==> config.mk <==
export PLATFORM = sky130hd
export DESIGN_NAME = uart_mmio_ctrl
export DESIGN_NICKNAME = d
export VERILOG_FILES = /design/src/rtl/uart_mmio_ctrl.sv
export SDC_FILE = /design/constraint.sdc
export NUM_CORES = 1
export LEC_CHECK = 0
export CAP_MARGIN = 20
export CORE_ASPECT_RATIO = 1.75
export CORE_MARGIN = 2
export CORE_UTILIZATION = 55
export CTS_BUF_LIST = sky130_fd_sc_hd__clkbuf_4
export DETAILED_ROUTE_END_ITERATION = 8
export DONT_BUFFER_PORTS = 1
export GPL_TIMING_DRIVEN = 0
export PLACE_DENSITY = 0.79
export SLEW_MARGIN = 20
export SYNTH_ARGS = -nofsm -noshare
export SYNTH_HDL_FRONTEND = slang
export SYNTH_SLANG_ARGS = --single-unit
==> constraint.sdc <==
create_clock -name clk -period 1.8 [get_ports clk]
set_input_delay 0.27 -clock clk [delete_from_list [all_inputs] [get_ports clk]]
set_output_delay 0.27 -clock clk [all_outputs]
set_load 0.02 [all_outputs]
==> src/rtl/uart_mmio_ctrl.sv <==
// MMIO responder for the 0x8000_00xx region: UART RX buffer / TX holding register,
// cycle and retired-instruction counters. Define MMIO_RX_FIFO_EN for a multi-entry RX FIFO.
module uart_mmio_ctrl #(
    parameter int unsigned RX_FIFO_DEPTH = 8
) (
    input  logic        clk,
    input  logic        rst,
    input  logic [31:0] mmio_addr,
    input  logic        mmio_re,
    input  logic [3:0]  mmio_we,
    input  logic [31:0] mmio_wdata,
    output logic [31:0] mmio_rdata,
    input  logic        inst_retire,
    input  logic [7:0]  uart_rx_data_out,
    input  logic        uart_rx_data_out_valid,
    output logic        uart_rx_data_out_ready,
    output logic [7:0]  uart_tx_data_in,
    output logic        uart_tx_data_in_valid,
    input  logic        uart_tx_data_in_ready
);

    localparam logic [29:0] A_CTRL = 30'h2000_0000;
    localparam logic [29:0] A_RX   = 30'h2000_0001;
    localparam logic [29:0] A_TX   = 30'h2000_0002;
    localparam logic [29:0] A_CYC  = 30'h2000_0004;
    localparam logic [29:0] A_INST = 30'h2000_0005;
    localparam logic [29:0] A_CRST = 30'h2000_0006;

    logic [29:0] word_addr;
    logic        wr_any;
    assign word_addr = mmio_addr[31:2];
    assign wr_any    = |mmio_we;

    logic       rx_nonempty;
    logic       rx_full;
    logic [7:0] rx_head;
    logic       rx_push;
    logic       rx_pop;

    assign uart_rx_data_out_ready = !rx_full;
    assign rx_push = uart_rx_data_out_valid && !rx_full;
    assign rx_pop  = mmio_re && (word_addr == A_RX) && rx_nonempty;

`ifdef MMIO_RX_FIFO_EN
    localparam int unsigned PTR_W = $clog2(RX_FIFO_DEPTH);
    localparam int unsigned CNT_W = PTR_W + 1;
    localparam logic [CNT_W-1:0] FULL_CNT = CNT_W'(RX_FIFO_DEPTH);

    logic [7:0]       rx_mem_q [RX_FIFO_DEPTH];
    logic [PTR_W-1:0] rx_wptr_q, rx_wptr_d;
    logic [PTR_W-1:0] rx_rptr_q, rx_rptr_d;
    logic [CNT_W-1:0] rx_cnt_q, rx_cnt_d;

    assign rx_full     = (rx_cnt_q == FULL_CNT);
    assign rx_nonempty = (rx_cnt_q != '0);
    assign rx_head     = rx_mem_q[rx_rptr_q];

    always_comb begin
        rx_wptr_d = rx_wptr_q;
        rx_rptr_d = rx_rptr_q;
        rx_cnt_d  = rx_cnt_q;
        if (rx_push) rx_wptr_d = rx_wptr_q + PTR_W'(1);
        if (rx_pop)  rx_rptr_d = rx_rptr_q + PTR_W'(1);
        // Simultaneous push and pop leave occupancy unchanged.
        if (rx_push && !rx_pop)      rx_cnt_d = rx_cnt_q + CNT_W'(1);
        else if (rx_pop && !rx_push) rx_cnt_d = rx_cnt_q - CNT_W'(1);
    end

    always_ff @(posedge clk) begin
        if (rx_push) rx_mem_q[rx_wptr_q] <= uart_rx_data_out;
    end

    always_ff @(posedge clk) begin
        if (rst) begin
            rx_wptr_q <= '0;
            rx_rptr_q <= '0;
            rx_cnt_q  <= '0;
        end else begin
            rx_wptr_q <= rx_wptr_d;
            rx_rptr_q <= rx_rptr_d;
            rx_cnt_q  <= rx_cnt_d;
        end
    end
`else
    logic [7:0] rx_data_q, rx_data_d;
    logic       rx_full_q, rx_full_d;

    assign rx_full     = rx_full_q;
    assign rx_nonempty = rx_full_q;
    assign rx_head     = rx_data_q;

    // Push is only possible when empty and pop only when full, so they never coincide.
    always_comb begin
        rx_data_d = rx_data_q;
        rx_full_d = rx_full_q;
        if (rx_push) begin
            rx_data_d = uart_rx_data_out;
            rx_full_d = 1'b1;
        end else if (rx_pop) begin
            rx_full_d = 1'b0;
        end
    end

    always_ff @(posedge clk) begin
        if (rst) begin
            rx_data_q <= '0;
            rx_full_q <= 1'b0;
        end else begin
            rx_data_q <= rx_data_d;
            rx_full_q <= rx_full_d;
        end
    end

    logic unused_depth;
    assign unused_depth = (RX_FIFO_DEPTH == 0);
`endif

    logic [7:0] tx_data_q, tx_data_d;
    logic       tx_valid_q, tx_valid_d;
    logic       tx_load;

    // A store to a full holding register is dropped even if it drains this cycle.
    assign tx_load = mmio_we[0] && (word_addr == A_TX) && !tx_valid_q;

    always_comb begin
        tx_data_d  = tx_data_q;
        tx_valid_d = tx_valid_q;
        if (tx_load) begin
            tx_data_d  = mmio_wdata[7:0];
            tx_valid_d = 1'b1;
        end else if (tx_valid_q && uart_tx_data_in_ready) begin
            tx_valid_d = 1'b0;
        end
    end

    assign uart_tx_data_in       = tx_data_q;
    assign uart_tx_data_in_valid = tx_valid_q;

    logic [31:0] cyc_q, cyc_d;
    logic [31:0] inst_q, inst_d;
    logic        cnt_clr;

    assign cnt_clr = wr_any && (word_addr == A_CRST);

    always_comb begin
        cyc_d  = cyc_q + 32'd1;
        inst_d = inst_q + {31'd0, inst_retire};
        if (cnt_clr) begin
            cyc_d  = '0;
            inst_d = '0;
        end
    end

    logic [31:0] rdata_q, rdata_d;

    // Read data reflects state before this cycle's updates.
    always_comb begin
        rdata_d = rdata_q;
        if (mmio_re) begin
            case (word_addr)
                A_CTRL:  rdata_d = {30'd0, rx_nonempty, !tx_valid_q};
                A_RX:    rdata_d = rx_nonempty ? {24'd0, rx_head} : 32'd0;
                A_CYC:   rdata_d = cyc_q;
                A_INST:  rdata_d = inst_q;
                default: rdata_d = 32'd0;
            endcase
        end
    end

    assign mmio_rdata = rdata_q;

    always_ff @(posedge clk) begin
        if (rst) begin
            tx_data_q  <= '0;
            tx_valid_q <= 1'b0;
            cyc_q      <= '0;
            inst_q     <= '0;
            rdata_q    <= '0;
        end else begin
            tx_data_q  <= tx_data_d;
            tx_valid_q <= tx_valid_d;
            cyc_q      <= cyc_d;
            inst_q     <= inst_d;
            rdata_q    <= rdata_d;
        end
    end

    logic unused_bits;
    assign unused_bits = ^{mmio_addr[1:0], mmio_wdata[31:8]};

endmodule

Word level (Yosys, flattened, before mapping)

Index checks and enable logic that the tools add are counted.

Register bits after elaboration: 114
Memory bits (writable): 0
Memory bits (read-only): 0
Memories kept: 0
Output and inout bits: 42
Bits in latches: 0
Word-level logic and storage cells: 34
Input bits: 82

Add/subtract/negate cells: 2
$lt $le $gt $ge: 0
Divide/modulo/power cells: 0
Shifts and indexed selects: 0
Equality and inequality tests: 6
Bitwise gates (word level): 0
$mul: 0
Multiplexer cells: 6
Reduce and logical (&&, ||, !) cells: 13

Operators with widths:

| operator                                                         | number |
|---|---|
| 30-bit == test (second input constant)                           | 6 |
| 32-bit one-hot mux with 4 select lines                           | 1 |
| 32-bit by 1-bit adder with 32-bit output                         | 1 |
| 32-bit by 1-bit adder with 32-bit output (second input constant) | 1 |
| 8-bit 2-to-1 mux                                                 | 1 |
| 1-bit logical AND                                                | 7 |
| 1-bit 2-to-1 mux                                                 | 4 |
| 2-bit nonzero test                                               | 2 |
| 4-bit OR reduction                                               | 1 |
| 1-bit logical NOT                                                | 2 |
| 2-bit OR reduction                                               | 1 |

Depth between registers and ports, before layout

Gate-level depths: netlist of run 1.

Depth after elaboration: 5
Mapped depth: 7
Gate-level depth less buffers: 7

Worst setup path before layout of run 1

No wires, ideal clock.

Path type: reg2reg
Start: register inst_q[0]
End: register inst_q[30]
Cell stages (with the launch flop): 8
Setup slack: 0.123 ns
Setup time: 0.114 ns
Buffers on the path: 0
Required time: 1.686 ns
Arrival time: 1.563 ns
Period minus slack after synthesis: 1.677 ns
Cell sequence: dfxtp_1 -> ha_1 -> ha_1 -> nand2_1 -> nor4_4 -> nand4_1 -> xor2_1 -> nor2_1

Longest elaborated chain between the ends: 1

RTL lines:

| item                                     | RTL line | RTL |
|---|---|---|
| start: declaration                       | 140      | `logic [31:0] inst_q, inst_d;` |
| start signal: assignment                 | 183      | `inst_q <= inst_d;` |
| 32-bit by 1-bit adder with 32-bit output | 147      | `inst_d = inst_q + {31'd0, inst_retire};` |

Every way passes these cells.
A chain may end at the register's enable or synchronous reset.

Worst setup path after layout of run 1

Start: register cyc_q[0]
End: register cyc_q[12]

Longest elaborated chain between the ends: 1

RTL lines:

| item                                     | RTL line | RTL |
|---|---|---|
| start: declaration                       | 139      | `logic [31:0] cyc_q, cyc_d;` |
| start signal: assignment                 | 182      | `cyc_q <= cyc_d;` |
| 32-bit by 1-bit adder with 32-bit output | 146      | `cyc_d = cyc_q + 32'd1;` |

Every way passes these cells.

==> results.txt, run 1 <==
- Result of the run: finished, final reports clean
* Max VDD drop: 0.0004688 V
* Worst Hold End: mmio_rdata[0]
- Number of buffers and inverters on the critical path: 1
- Total of warnings raised by yosys: 0
- The count of nets left with antenna violations once routing finished came out at 0.
- Clock latency on the worst-skew pair: 520 ps
* Via count: 4208
- Setup_tns: 0 ps
- Die H: 133.6 um
* Total instance count after detailed placement: 685
* Global-route wire length before repair: 20000 um
* Switching share of total power: 24.99%
* Switching power: 1.060 mW
- STA classifies the critical path startpoint as a flip-flop.
- Setup slack of the worst register-to-register path: 4 ps
- Static leakage: 2.262 nW
* Avg Cell Area, Syn: 9.378 sq um
* Routability Congestion: 0.8459
* Total setup violations reported at the end of the flow: 0
- Share of the core filled with cells: 64.45%
- Post-DR wirelength/cell: 16.65 um
- In this run the worst hold path is classified as primary input to flip-flop.
- At the worst endpoint, the required time is 2240 ps.
- Final Hold Violating Endpoints: 0
- From synthesis to final layout, the design area changed by 14.86%.
- Detailed placement ended at an HPWL of 8672 um.
* Largest stage delay on the critical path: 380 ps
- Cell chain of the critical path: ha_4 -> and3_4 -> nand4_1 -> buf_4 -> or3_4 -> xor2_1 -> nor2_1
- In this run the power density over the cells is 699.6 nW/um^2.
* Effective utilization at floorplan: 56.12%
* Filler cells: 752
* Library cell occupying the most area in the post-synthesis netlist: dfxtp_1
- Mapped Area: 5280 sq um
- For this run, the top clock speed supported by timing is 0.5567 GHz.
- CTS Root Cell: clkbuf_4
- Measured against its own limit, the worst slew margin works out to 53.60%.
* Clock tree from TritonCTS: built
- Number of buffers between clock root and the deepest sink: 2
- The final critical path takes up 99.79% of the cycle.
- The netlist uses 44 different library cells.
* Die ar.: 10430 sq um
- Number of detailed-route iterations in the first pass: 5
- Max Transition Viols Final: 0
- Once routing completed, OpenROAD measured the worst setup slack at 3.834 ps.
* Hold path start: mmio_addr[4]
* Number of maximum-capacitance constraint violations: 0
- Initial DRC count: 178
* Flip-flop and latch count after synthesis: 114
* Vias in the first global route: 4348
* Slew at the pin closest to its max-slew limit: 695.9 ps
- In the post-synthesis netlist, the biggest area contributors are dfxtp_1 43%, mux2i_1 9.1%, nor2_1 6.8%.
* Number of cells produced by synthesis: 563
- After global routing the overflow that remains totals 0.
* Width of the die: 78.07 um
- Count of unresolved DRC violations after routing: 0
- The routed design has 12420 um of wire.
- Setup repair after global routing could not meet its margin everywhere.
- Sequential cells burn 60.5% of the power.
- Sink count of the clock tree: 114
* Syn_nets: 648
- Overall Global Routing Usage: 24.47%
* FP Rows: 47
* Maximum clock skew at final layout: 20.99 ps
* Area share of the largest cell type after synthesis: 43.22%
- Critical register-to-register path startpoint: cyc_q[0]
- Sequential cells were found to cover 43.22% of the synthesized design area.
* Internal portion of total power: 3.183 mW
* Top library cells by usage in the layout, fill and taps aside: 104 x dfxtp_1, 95 x nor2_1, 52 x nand2_1
* Core footprint: 9409 sq um
* Minimum clock period: 1796 ps
- Hold depth: 3
- Prior to clock tree synthesis, the placed netlist has a worst setup slack of -420.7 ps.
- Count of buffers inserted at the top-level ports: 0
- Entering global routing, the biggest net connects 17 pins.
- Cell Count, Final, Fillers Out: 746
- Number of top-level pins: 124
- STA classifies the critical path endpoint as a flip-flop.
- Capture instance of the worst register-to-register path: cyc_q[12]
- Category of the critical setup timing path: flip-flop to flip-flop
- Combinational power share: 5.9%
* Clock-pin transition on the worst setup and hold timing paths: 110 ps
* Antenna violations before repair: 1
- Peak fanout along the critical path: 4
- The design draws 4.243 mW.
- For the worst flop-to-flop path, the logic depth is 7.
* Via density per instance: 5.641
- The clock network is responsible for 33.6% of the overall power.
* CP top delay family: simple AND/OR/NAND/NOR gates
- Most common cell after layout, fill and taps aside: dfxtp_1
- H-tree lvl count: 4
* Final #Nets: 697
- For this design, the slowest cell found on the critical path is dfxtp_4.
* Inserted Clock Buffers: 17
- Cells with a size suffix above 1 make up 18.46% of the layout.
* Arrival time of data at the critical path endpoint: 2240 ps
-- sequential cells by signal, summed over array words and instances (netlist names) --
| name | cells |
|---|---|
| cyc_q | 32 |
| uart_tx_data_in | 8 |
| rx_data_q | 8 |
| mmio_rdata | 32 |
| rx_full | 1 |
| inst_q | 32 |
| uart_tx_data_in_valid | 1 |
-- layout make-up --
cell class,instances,area [sq um],area share (%)
multi-input cells,413,2885,47.58
flip-flops and latches,114,2300,37.92
repair buffers,31,292.8,4.828
plain buffers,24,198.9,3.280
well taps,122,152.6,2.517
clock buffers,19,142.6,2.352
clock inverters,11,48.80,0.8046
inverters,11,41.29,0.6808
diodes,1,2.502,0.04126
-- worst max-delay path by stage --
stage                     slack [ps]  cells past startpoint         start          to
after floorplan                  120                      7     inst_q[0]  inst_q[30]
after global placement          -340                      6  mmio_addr[2]  inst_q[22]
after detailed placement        -420                      6  mmio_addr[2]  inst_q[18]
after CTS                          5                      7      cyc_q[0]   cyc_q[12]
after global routing             -50                      6      cyc_q[9]   cyc_q[25]
final                              4                      7      cyc_q[0]   cyc_q[12]
-- tightest hold or removal path, stage by stage --
cell and delay, ps:
nor3_1 30, a22oi_1 130, o21ai_0 100
-- Yosys cell counts --
master and n:
dfxtp_1 114, nor2_1 95, nand2_1 52, mux2i_1 48, xnor2_1 29, xor2_1 28
nand3_1 22, o21ai_2 20, nand4_1 15, o21ai_0 14, nor3_1 13, inv_1 11
a21oi_1 10, and4_1 10, buf_6 8, and3_1 7, buf_2 7, nor2b_1 7
clkbuf_1 6, nor4_1 6, nor4_4 6, nor4_2 4, or3_1 4, ha_1 3
and3b_1 2, nand4_2 2, nand4_4 2, nor3b_1 2, a2111oi_0 1, a211oi_1 1
a22oi_1 1, a31oi_1 1, and2_1 1, buf_1 1, buf_4 1, clkbuf_8 1
dlymetal6s2s_1 1, nand3_2 1, nor2_2 1, nor4b_4 1, o21ai_1 1, o31ai_4 1
o41ai_1 1, or4_4 1
-- what timing repair did --
action                                 in CTS  in global routing
hold buffers                               20                  1
setup endpoints to repair                  28                 28
gates resized for setup                    13                 29
pin swaps                                   3                  7
setup buffers                               4                  6
endpoints found under the hold margin      26                  1
-- cells by family (layout without fill, tap and decap cells) --
| kind of cell | count (synthesis) | in the layout | synth area share, % |
|---|---|---|---|
| other cells | 0 | 1 | 0 |
| buf+inv | 36 | 96 | 4.289 |
| flops | 114 | 114 | 43.22 |
| compound gates | 51 | 51 | 6.825 |
| fa+ha+maj | 3 | 3 | 0.7110 |
| xor+xnor | 57 | 57 | 9.455 |
| mux | 48 | 48 | 9.100 |
| simple gates | 254 | 254 | 26.40 |
-- layer usage --
metal,global-route usage (%),routed length [um],part of all wire [%]
met1,22.95,4362,35
met2,45.31,6886,55
met3,8.537,692,5.6
met4,13.16,480,3.9
met5,0,0,0
-- power groups by stage --
stage,clock network (mW),registers [mW],logic [mW]
5_1_grt,1.55,2.57,0.270
6_report,1.43,2.57,0.250
3_5_place_dp,0,2.62,0.193
3_3_place_gp,0,2.62,0.188
2_1_floorplan,0,2.62,0.154
4_1_cts,1.44,2.57,0.233
-- per-stage QoR --
| stage | instance area [sq um] | hold WS (ps) |
|---|---|---|
| floorplan | 5280 | 417.2 |
| global placement | 5433 | 419.9 |
| detailed placement | 5433 | 426.6 |
| CTS | 5909 | 15.30 |
| global route | 6065 | 12.68 |
| finish | 6065 | 56.88 |
(Power assumes the default switching activity.)
==> run 2: changes to the inputs <==
--- a/config.mk
+++ b/config.mk
@@ -5,6 +5,7 @@
 export SDC_FILE = /design/constraint.sdc
 export NUM_CORES = 1
 export LEC_CHECK = 0
+export ABC_AREA = 1
 export CAP_MARGIN = 20
 export CORE_ASPECT_RATIO = 1.75
 export CORE_MARGIN = 2
==> run 2 against run 1 <==
Final area grew 10%. Clock-buffer cell count shrank 2. Setup slack gained 54 ps. Clock power grew 25%. Critical endpoint is now inst_q[26]. Worst hold slack gained 33 ps. Combinational power shrank 8.0%.
==> results.txt, run 2 <==
- The iteration-0 DRC count of the detailed router is 384 (was 178).
* Clock tree from TritonCTS: built (unchanged)
- Hold/Removal Path Class: primary input to flip-flop (unchanged)
* Setup_tns: 0 ps (unchanged)
* FP Rows: 50 (was 47)
* Die H: 141.6 um (was 133.6 um)
- The final hold violation count was 0 (unchanged).
- Core footprint: 10640 sq um (was 9409 sq um)
- FMAX: 0.5741 GHz (was 0.5567 GHz)
- Multi-input combinational cell area: 3080 sq um (was 2885 sq um)
- The share of synthesized flip-flops with an asynchronous set or reset came to 0% (unchanged).
- The total clock buffers created by CTS came to 17 (unchanged).
- Counting stages on the worst path, the most repeated cell is ha_4.
- Total of warnings raised by yosys: 0 (unchanged)
- The maximum number of pins on one net before global-route repair was 17 (unchanged).
- Static leakage: 2.642 nW (was 2.262 nW)
- Overall Global Routing Usage: 27.81% (was 24.47%)
- Final total power: 4.596 mW (was 4.243 mW)
* Mapped Area: 5952 sq um (was 5280 sq um)
* Number of detailed-route iterations in the first pass: 6 (was 5)
- The startpoint of the worst-slack reg-to-reg timing path was inst_q[0] (was cyc_q[0]).
- The count of flip-flops with a built-in enable after synthesis was 0 (unchanged).
* Global-route wire length before repair: 24520 um (was 20000 um)
- The sequential cell area fraction in the yosys report was 38.34% (was 43.22%).
* Count of unresolved DRC violations after routing: 0 (unchanged)
* Category of the critical setup timing path: flip-flop to flip-flop (unchanged)
- Post-place setup slack: -134.5 ps (was -420.7 ps)
- Via density per instance: 5.341 (was 5.641)
- Capture instance of the worst register-to-register path: inst_q[26] (was cyc_q[12])
* Critical path launch point type: flip-flop (unchanged)
* Syn_nets: 948 (was 648)
- The via total after detailed routing was 5619 (was 4208).
- RSZ-0062 raised after global routing: yes (unchanged)
* Grt total ovfl: 0 (unchanged)
- Ranking of synthesized cells by instance count: 189 x nand2_1, 123 x inv_1, 114 x dfxtp_1, 113 x nor2_1, 52 x nand3_1 (was 114 x dfxtp_1, 95 x nor2_1, 52 x nand2_1, 48 x mux2i_1, 29 x xnor2_1).
- Top library cells by usage in the layout, fill and taps aside: 188 x nand2_1, 123 x inv_1, 111 x nor2_1, 111 x dfxtp_1, 52 x nand3_1 (was 104 x dfxtp_1, 95 x nor2_1, 52 x nand2_1).
- Cell chain of the critical path: ha_4 -> ha_4 -> nand2_4 -> inv_4 -> nand4_1 -> nor2_4 -> nand3_4 -> nor2_2 -> nand2_1 -> nand3_1 -> inv_1 (was ha_4 -> and3_4 -> nand4_1 -> buf_4 -> or3_4 -> xor2_1 -> nor2_1).
* Count of buffers inserted at the top-level ports: 0 (unchanged)
- Minimum clock period: 1742 ps (was 1796 ps)
* Antenna violation net count after detailed routing: 0 (unchanged)
- Number of buffers between clock root and the deepest sink: 2 (unchanged)
- Layout area overhead: 12.26% (was 14.86%)
* Filler cells: 959 (was 752)
- Hold path start: uart_rx_data_out_valid (was mmio_addr[4])
- The post-route core utilization is 62.82% (was 64.45%).
- The mean cell area of the mapped netlist was 6.897 sq um (was 9.378 sq um).
* Area contributors post-synth: dfxtp_1 38%, nand2_1 12%, inv_1 7.8% (was dfxtp_1 43%, mux2i_1 9.1%, nor2_1 6.8%)
- The total wire length after detailed routing came to 15410 um (was 12420 um).
* Detail Placement HPWL: 11610 um (was 8672 um)
* Number of cells produced by synthesis: 863 (was 563)
- The final worst-path cycle share was 96.76% (was 99.79%).
* Number of maximum-capacitance constraint violations: 0 (unchanged)
- The worst hold path cell count was 2 (was 3).
* Clock-pin transition on the worst setup and hold timing paths: 110 ps (about the same)
- Post-synthesis cell type count: 36 (was 44)
- The measured slew at the worst slew-check pin came to 553.2 ps (was 695.9 ps).
- Required time of the critical path: 2260 ps (was 2240 ps)
- The dominant cell by count in the synthesized netlist was nand2_1 (was dfxtp_1).
- The standard cell with the maximum stage delay on the critical path was dfxtp_2 (was dfxtp_4).
- Result of the run: finished, final reports clean (unchanged)
- Total setup violations reported at the end of the flow: 0 (unchanged)
- H-tree lvl count: 4 (unchanged)
- Maximum clock skew at final layout: 12.35 ps (was 20.99 ps)
- The count of pins on the block boundary was 124 (unchanged).
- Fraction of layout instances using a drive strength above 1: 12.60% (was 18.46%)
- The global placement routability congestion came to 0.9288 (was 0.8459).
- Setup slack of the worst register-to-register path: 60 ps (was 4 ps)
* Effective utilization at floorplan: 55.96% (was 56.12%)
- The number of synthesized register bits came to 114 (unchanged).
- The routed length per instance is 14.65 um (was 16.65 um).
- The via count of the first global-routing pass was 5279 (was 4348).
- The clock sink count came to 114 (unchanged).
- Width of the die: 82.64 um (was 78.07 um)
- Worst setup EP type: flip-flop (unchanged)
* Total power divided by cell area: 688.0 nW/um^2 (was 699.6 nW/um^2)
- CTS Root Cell: clkbuf_4 (unchanged)
- Peak fanout along the critical path: 5 (was 4)
- The worst-case setup margin in the final layout was 58.29 ps (was 3.834 ps).
* Prevailing post-synth register cell: dfxtp_1 (unchanged)
- The data arrival time of the worst path was 2200 ps (was 2240 ps).
- Largest stage delay on the critical path: 360 ps (was 380 ps)
- Clock latency on the worst-skew pair: 550 ps (was 520 ps)
- Final #Nets: 993 (was 697)
- The most common cell after layout, fill and taps aside was nand2_1 (was dfxtp_1).
- Die ar.: 11700 sq um (was 10430 sq um)
* Area share of the largest cell type after synthesis: 38.34% (was 43.22%)
* Library cell occupying the most area in the post-synthesis netlist: dfxtp_1 (unchanged)
* Cell depth of the worst flop-to-flop path: 11 (was 7)
- The maximum vdd ir drop was 0.0005122 V (was 0.0004688 V).
- Antenna violations before repair: 1 (unchanged)
- Worst Hold End: rx_full (was mmio_rdata[0])
- Area occupied by registers: 2286 sq um (was 2300 sq um)
* Relative slew slack: 63.12% (was 53.60%)
- The final-report max-slew violation count was 0 (unchanged).
## run 2: changes by cell type after synthesis, moves of 9 or more
cell,delta
nand2_1,+137
inv_1,+112
mux2i_1,-48
a21oi_1,+38
nand3_1,+30
xnor2_1,-27
o22ai_1,+21
o21ai_2,-19
nor2_1,+18
nor3_1,+14
o21ai_0,+11
and4_1,-10
inv_2,+9
## run 2: cell type report
cell class                 count  area share, %
antenna                        1        0.03745
timing repair buffer          26          3.595
clock inverter                15          2.004
buffer                        26          2.247
clock buffer                  17          1.910
tap                          130          2.434
inverter                     132          7.453
multi-input combinational    591          46.10
sequential                   114          34.21
## run 2: worst max-delay path by stage
| stage | slack [ps] | from | depth (start not counted) | to |
|---|---|---|---|---|
| floorplan | 150 | inst_q[0] | 11 | inst_q[26] |
| global placement | -100 | inst_q[0] | 10 | inst_q[28] |
| detailed placement | -130 | inst_q[0] | 11 | inst_q[26] |
| CTS | 3 | inst_q[0] | 9 | inst_q[16] |
| global route | -30 | inst_q[0] | 11 | inst_q[26] |
| finish | 60 | inst_q[0] | 11 | inst_q[26] |
## run 2: kinds of logic (layout without fill, tap and decap cells)
family                   Yosys count  count (layout)  synth area share [%]
adder cells (fa/ha/maj)            3               3                0.6307
other                              0               1                     0
flip-flops                       114             114                 38.34
XOR/XNOR                          23              23                 3.385
buffers and inverters            158             216                 10.85
AND/OR/NAND/NOR                  457             457                 36.94
AO/OA/AOI/OAI                    108             108                 9.859
## run 2: layer usage
layer,GRT usage [%],share of wire (%)
met1,27.02,36
met2,50.17,54
met3,6.552,4.1
met4,17.95,5.8
met5,0,0
## run 2: what timing repair did
| action | 4_1_cts | 5_1_grt |
|---|---|---|
| resized for setup | 2 | 14 |
| pin swaps | 1 | 6 |
| endpoints found under the setup margin | 7 | 14 |
| buffers inserted | 4 | 4 |
| hold buffers | 18 | 0 |
| endpoints found under the hold margin | 18 | 0 |
## run 2: critical path, delay by kind of cell, from the launching register on
kind          cells  cell delay, ps
fa+ha+maj         2             290
flops             1             360
simple gates      7             900
buf+inv           2             110
## run 2: report_power, final
| part | internal, mW | switching [mW] | leakage [nW] | total, mW |
|---|---|---|---|---|
| sequential | 2.55 | 0.0220 | 0.922 | 2.57 |
| clock | 0.692 | 1.10 | 0.132 | 1.79 |
| combinational | 0.0855 | 0.144 | 1.59 | 0.230 |
## run 2: stage by stage
step / std cells / cell area, sq um / hold slack (ps)
2_1_floorplan: 863 / 5952 / 404.9
3_3_place_gp: 993 / 6115 / 406.0
3_5_place_dp: 993 / 6115 / 412.7
4_1_cts: 1047 / 6598 / 51.82
5_1_grt: 1052 / 6681 / 99.84
6_report: 1052 / 6681 / 89.60
